[src/rtl/tdm_pkg.sv]
// -----------------------------------------------------------------------------
// tdm_pkg
// Shared types and sizing helpers for the TDM receive demultiplexer.
//   tdm_state_e : framing state (HUNT = searching for sync, LOCKED = tracking)
//   frame_len   : bits per frame = channels * width
//   cnt_width   : counter width able to index 0..n-1 (at least 1 bit)
// -----------------------------------------------------------------------------
package tdm_pkg;

    typedef enum logic {
        HUNT   = 1'b0,
        LOCKED = 1'b1
    } tdm_state_e;

    function automatic int frame_len(input int channels, input int width);
        return channels * width;
    endfunction

    function automatic int cnt_width(input int n);
        return (n <= 2) ? 1 : $clog2(n);
    endfunction

endpackage

[src/rtl/tdm_shift_in.sv]
// -----------------------------------------------------------------------------
// tdm_shift_in
// Serial-in frame shift register. Bits arrive first-bit-first; the first bit
// of a frame ends up in the MSB of o_img once the whole frame has arrived.
// Only F-1 bits are stored: o_img appends the live i_din as the LSB so the
// parent can latch a complete frame on the same edge that samples the last bit.
// Ports:
//   i_clk   : clock, rising edge
//   i_rst   : synchronous reset, active-high
//   i_en    : shift enable (from parent FSM)
//   i_start : start of frame; clears the history and loads i_din as bit 0
//   i_din   : serial data bit
//   o_img   : F-bit frame image {stored bits, i_din}
// -----------------------------------------------------------------------------
module tdm_shift_in #(
    parameter int F = 32
) (
    input  logic         i_clk,
    input  logic         i_rst,
    input  logic         i_en,
    input  logic         i_start,
    input  logic         i_din,
    output logic [F-1:0] o_img
);

    logic [F-2:0] r_sr;
    logic [F-1:0] w_shift;

    assign w_shift = {r_sr, i_din};
    assign o_img   = w_shift;

    always_ff @(posedge i_clk) begin
        if (i_rst) begin
            r_sr <= '0;
        end else if (i_en) begin
            if (i_start) begin
                r_sr <= (F-1)'(i_din);
            end else begin
                r_sr <= w_shift[F-2:0];
            end
        end
    end

endmodule

[src/rtl/tdm_demux.sv]
// -----------------------------------------------------------------------------
// tdm_demux
// Receive-side TDM demultiplexer: locks onto frame sync, deserialises each
// frame (channel 0 first, MSB first) and presents all channels in parallel
// with a one-cycle frame_valid pulse.
//
//   state  | meaning
//   -------+-----------------------------------------------------------------
//   HUNT   | no lock; waiting for en & fs to start a frame
//   LOCKED | tracking frames; flywheels over up to MAX_MISS-1 missing syncs
//
// Ports:
//   i_clk         : clock, rising edge
//   i_rst         : synchronous reset, active-high
//   i_en          : bit strobe; i_din / i_fs sampled only when high
//   i_din         : serial data
//   i_fs          : frame sync, high with the first bit of a frame
//   o_ch_data     : parallel frame, channel c at [c*WIDTH +: WIDTH]
//   o_frame_valid : one-cycle pulse when o_ch_data updates
//   o_locked      : high while LOCKED
//   o_sync_err    : one-cycle pulse after a misplaced fs
// -----------------------------------------------------------------------------
module tdm_demux
    import tdm_pkg::*;
#(
    parameter int CHANNELS = 4,
    parameter int WIDTH    = 8,
    parameter int MAX_MISS = 3
) (
    input  logic                      i_clk,
    input  logic                      i_rst,
    input  logic                      i_en,
    input  logic                      i_din,
    input  logic                      i_fs,
    output logic [CHANNELS*WIDTH-1:0] o_ch_data,
    output logic                      o_frame_valid,
    output logic                      o_locked,
    output logic                      o_sync_err
);

    localparam int F  = frame_len(CHANNELS, WIDTH);
    localparam int CW = cnt_width(F);
    localparam int MW = cnt_width(MAX_MISS + 1);

    tdm_state_e     r_state, w_state_nxt;
    logic [CW-1:0]  r_cnt,   w_cnt_nxt;
    logic [MW-1:0]  r_miss,  w_miss_nxt;
    logic           w_sr_en, w_sr_start, w_done, w_serr;
    logic [F-1:0]   w_img;
    logic [F-1:0]   w_frame;

    tdm_shift_in #(.F(F)) u_shift (
        .i_clk   (i_clk),
        .i_rst   (i_rst),
        .i_en    (w_sr_en),
        .i_start (w_sr_start),
        .i_din   (i_din),
        .o_img   (w_img)
    );

    // The shift image holds the first wire bit in its MSB, so channel 0 sits
    // in the top WIDTH bits; swap channel order for the output layout.
    always_comb begin
        w_frame = '0;
        for (int c = 0; c < CHANNELS; c++) begin
            w_frame[c*WIDTH +: WIDTH] = w_img[(CHANNELS-1-c)*WIDTH +: WIDTH];
        end
    end

    always_comb begin
        w_state_nxt = r_state;
        w_cnt_nxt   = r_cnt;
        w_miss_nxt  = r_miss;
        w_sr_en     = 1'b0;
        w_sr_start  = 1'b0;
        w_done      = 1'b0;
        w_serr      = 1'b0;
        if (i_en) begin
            case (r_state)
                HUNT: begin
                    if (i_fs) begin
                        w_sr_en     = 1'b1;
                        w_sr_start  = 1'b1;
                        w_cnt_nxt   = CW'(1);
                        w_miss_nxt  = '0;
                        w_state_nxt = LOCKED;
                    end
                end
                LOCKED: begin
                    if (r_cnt == '0) begin
                        if (i_fs) begin
                            w_sr_en    = 1'b1;
                            w_sr_start = 1'b1;
                            w_cnt_nxt  = CW'(1);
                            w_miss_nxt = '0;
                        end else if (r_miss == MW'(MAX_MISS - 1)) begin
                            // This miss is the MAX_MISS-th: drop lock, bit discarded.
                            w_state_nxt = HUNT;
                            w_cnt_nxt   = '0;
                            w_miss_nxt  = '0;
                        end else begin
                            w_sr_en    = 1'b1;
                            w_sr_start = 1'b1;
                            w_cnt_nxt  = CW'(1);
                            w_miss_nxt = r_miss + MW'(1);
                        end
                    end else if (i_fs) begin
                        // Misplaced sync: abandon the partial frame, restart here.
                        w_serr     = 1'b1;
                        w_sr_en    = 1'b1;
                        w_sr_start = 1'b1;
                        w_cnt_nxt  = CW'(1);
                        w_miss_nxt = '0;
                    end else begin
                        w_sr_en = 1'b1;
                        if (r_cnt == CW'(F - 1)) begin
                            w_done    = 1'b1;
                            w_cnt_nxt = '0;
                        end else begin
                            w_cnt_nxt = r_cnt + CW'(1);
                        end
                    end
                end
                default: begin
                    w_state_nxt = HUNT;
                end
            endcase
        end
    end

    always_ff @(posedge i_clk) begin
        if (i_rst) begin
            r_state       <= HUNT;
            r_cnt         <= '0;
            r_miss        <= '0;
            o_ch_data     <= '0;
            o_frame_valid <= 1'b0;
            o_sync_err    <= 1'b0;
        end else begin
            r_state       <= w_state_nxt;
            r_cnt         <= w_cnt_nxt;
            r_miss        <= w_miss_nxt;
            o_frame_valid <= w_done;
            o_sync_err    <= w_serr;
            if (w_done) begin
                o_ch_data <= w_frame;
            end
        end
    end

    assign o_locked = (r_state == LOCKED);

endmodule

[config.mk]
export PLATFORM = sky130hd
export DESIGN_NAME = tdm_demux
export DESIGN_NICKNAME = d
export VERILOG_FILES = /design/src/rtl/tdm_pkg.sv /design/src/rtl/tdm_shift_in.sv /design/src/rtl/tdm_demux.sv
export SDC_FILE = /design/constraint.sdc
export NUM_CORES = 1
export LEC_CHECK = 0
export CAP_MARGIN = 20
export CORE_MARGIN = 2
export CORE_UTILIZATION = 40
export DETAILED_ROUTE_END_ITERATION = 10
export SYNTH_ARGS = -nofsm -noshare
export SYNTH_HDL_FRONTEND = slang
export SYNTH_HIERARCHICAL = 1
export SYNTH_SLANG_ARGS = --single-unit
export TNS_END_PERCENT = 100
[constraint.sdc]
create_clock -name i_clk -period 3.55 [get_ports i_clk]
set_input_delay 0.5325 -clock i_clk [delete_from_list [all_inputs] [get_ports i_clk]]
set_output_delay 0.5325 -clock i_clk [all_outputs]
set_load 0.01 [all_outputs]
==> summary.md <==
| Metric | Value |
|---|---|
| Status | completed |
| Number of routed nets with antenna violations | 0 |
| Worst path depth | 7 |
| Maximum number of pins on one net before global-route repair | 64 |
| GR Util All Layers | 12.8% |
| N_diodes | 0 |
| Synth async-reset ratio | 0% |
| Crit path time final | 2.38 ns |
| Hold Path Class | reg2reg |
| Layout Nets | 372 |
| Final Cycle Share | 67.1% |
| Residual DRC | 0 |
| WL/cell | 12.3 um |
| First-pass GRT wire length | 10100 um |
| Synth warnings | 6 |
| Distinct cell type count after synthesis | 40 |
| H-tree depth reported by CTS | 3 |
| Worst Setup Path Type | reg2reg |
| Filler instances | 798 |
| WP data required | 3.81 ns |
| CTS tree | built |
| CTS Sinks | 73 |
| Dpl ws | 0.848 ns |
| Area grow syn2layout | 16.4% |
| CP Launch Type | flip-flop |
| Slowest stage delay, CP | 0.52 ns |
| Synth top area share | 41.7% |
| Initial Util | 40.8% |
| Vias in the first global route | 2144 |
| Post-Syn Area | 0.00351 mm^2 |
| DRT Pass-1 Iters | 4 |
| Clk_lat worst skew | 0.34 ns |
| Post-Syn Area per Cell | 10.5 um^2 |
| Power per Cell Area | 404 mW/mm^2 |
| CTS Hold Bufs | 0 |
| Rel. slew slack | 59.8% |
| Clock tree buffer depth | 2 |
| Post-synth EDFFs | 0 |
| CP arrival | 2.64 ns |
| Post-Synthesis Cells | 335 |
| Post-DP HPWL | 3750 um |
| Leakage power | 0.00123 uW |
| Final Hold Fails | 0 |
| Crit path cell chain | inv_1 > ha_1 > or4b_4 > o41ai_4 > inv_2 > buf_4 > o32ai_2 |
| End of the critical path | u_shift/r_sr[7] |
| CTS clk-pin slew, worst paths | 0.08 ns |
| Io pins | 40 |
| PortBufs | 39 |
| Worst r2r dst | u_shift/r_sr[7] |
| Routed vias/inst | 4.87 |
| Die width | 97.6 um |
| Worst Hold Path Cells | 2 |
| Final WL | 5860 um |
| CP startpoint | r_cnt[0] |
| GPL Wtd Cong | 0.760 |
| Crit path buf inv count | 3 |
| Root Driver | clkbuf_8 |
| Total number of vias | 2317 |
| Core area | 0.00859 mm^2 |
| Final setup violation count | 0 |
| FP Rows | 34 |
| Slowest-stage cell, CP | or4b_4 |
| Power, Total | 1650 uW |
| FF+latch count, synth | 73 |
| Mapped Nets | 344 |
| Die area | 0.00953 mm^2 |
| FF-to-FF setup slack | 1.17 ns |
| Synth top cells by count | dfxtp_1 (73), nand2b_1 (64), inv_1 (35), mux2i_1 (33), nand2_1 (32) |
| Peak supply drop | 0.234 mV |
| Initial antenna violation count | 0 |
| Unrepaired setup endpoints after global routing | false |
| Max Slew Vio Count | 0 |
| CTS resizes | 0 |
| Peak Freq | 420 MHz |
| Post-synthesis sequential area ratio | 41.7% |
| Num CTS Buffers | 9 |
| Most common cell in the netlist | dfxtp_1 |
| Yosys top cell by area | dfxtp_1 |
| Total grt overflow | 0 |
| Final Skew | 0.00782 ns |
| Maxcap violations | 0 |
| Worst-path maximum fanout | 24 |
| Share of cells above drive strength 1 | 16.0% |
| CP Capture Type | flip-flop |
| Setup TNS | 0 ns |
| First-iteration detailed-routing DRC count | 68 |
| Largest cells by area after synthesis | dfxtp_1 (42%), o32ai_2 (14%), nand2b_1 (11%) |
| R2R cell count | 7 |
| Fin util | 47.5% |
| Setup repair bufs after CTS | 0 |
| Final worst slack | 1.17 ns |
| Critical R2R Launch | r_cnt[0] |
| Worst-Margin Slew | 0.603 ns |
| Die Ht | 97.6 um |
| Cell family with the largest share of critical-path delay | buffers and inverters |
| Main flop type after synthesis | dfxtp_1 |
## worst min-delay path by stage
stage | end | start | slack, ns
CTS | o_ch_data[10] | o_ch_data[10] | 0.48
detailed placement | o_ch_data[26] | o_ch_data[26] | 0.46
global placement | o_ch_data[14] | o_ch_data[14] | 0.46
finish | o_ch_data[10] | o_ch_data[10] | 0.47
floorplan | o_ch_data[7] | u_shift/r_sr[30] | 0.45
global route | o_ch_data[4] | o_ch_data[4] | 0.49
## cell type report
type	instances	area, um^2	share of cell area (%)
inverter	35	131	3.22
multi-input combinational	200	1710	41.9
sequential	73	1460	35.8
clock buffer	9	124	3.03
timing repair buffer	44	425	10.4
clock inverter	7	95.1	2.33
tap	108	135	3.31
## power by group
group	total, uW	leakage, uW	switching [uW]	internal, uW
Combinational	106	0.000531	65.9	40.3
Sequential	826	0.000588	4.10	822
Clock	717	0.000109	322	396
Total	1650	0.00123	392	1260
## sequential cells by signal (all words and copies together), names as in the netlist
signal and cells:
o_locked 1, o_sync_err 1, r_miss 2, u_shift/r_sr 31, o_ch_data 32, r_cnt 5
o_frame_valid 1
## cells by family (layout without fill, tap and decap cells)
| family | Yosys count | after routing | share of synthesized area [%] |
|---|---|---|---|
| DFF | 73 | 73 | 41.7 |
| AOI/OAI and AO/OA | 44 | 44 | 17.4 |
| muxes | 33 | 33 | 9.42 |
| xor gates and xnor gates | 1 | 1 | 0.250 |
| buffers and inverters | 62 | 95 | 9.78 |
| adders and majority gates | 4 | 4 | 1.43 |
| and+or+nand+nor | 118 | 118 | 20.1 |
## per-stage QoR
step | std cells | hold slack [ns] | instance area (um^2)
6_report | 476 | 0.472 | 4080
4_1_cts | 476 | 0.480 | 4080
3_5_place_dp | 460 | 0.460 | 3860
3_3_place_gp | 460 | 0.460 | 3860
2_1_floorplan | 335 | 0.452 | 3510
5_1_grt | 476 | 0.489 | 4080
## worst reg2reg max path, cell delays in order (launching register included)
cell	delay [ns]
dfxtp_1	0.35
inv_1	0.10
ha_1	0.18
or4b_4	0.52
o41ai_4	0.29
inv_2	0.28
buf_4	0.31
o32ai_2	0.27
## layer usage
| layer | wire (um) | global-route usage [%] | vias to the layer above |
|---|---|---|---|
| met5 | 0 | 0 | - |
| met4 | 141 | 6.73 | 0 |
| met2 | 2470 | 18.0 | 32 |
| met1 | 3070 | 18.2 | 1085 |
| li1 | - | - | 1189 |
| met3 | 175 | 3.09 | 11 |
## layout by cell type, fill, tap and decap left out, types with 2 or more instances in the layout
cell type and n:
ha_1 4, clkbuf_8 9, o31ai_1 2, nor4b_4 2
clkinv_2 2, dfxtp_1 73, o32ai_2 30, nand2_1 32
nor2_1 5, nand2b_1 64, a21oi_1 2, nand4b_1 2
mux2i_1 33, a22o_1 2, bufinv_16 2, inv_1 34
clkdlybuf4s50_1 38, clkinv_4 2, buf_4 6, o21ai_1 2
No activity file was read; power rests on OpenSTA's default activity.
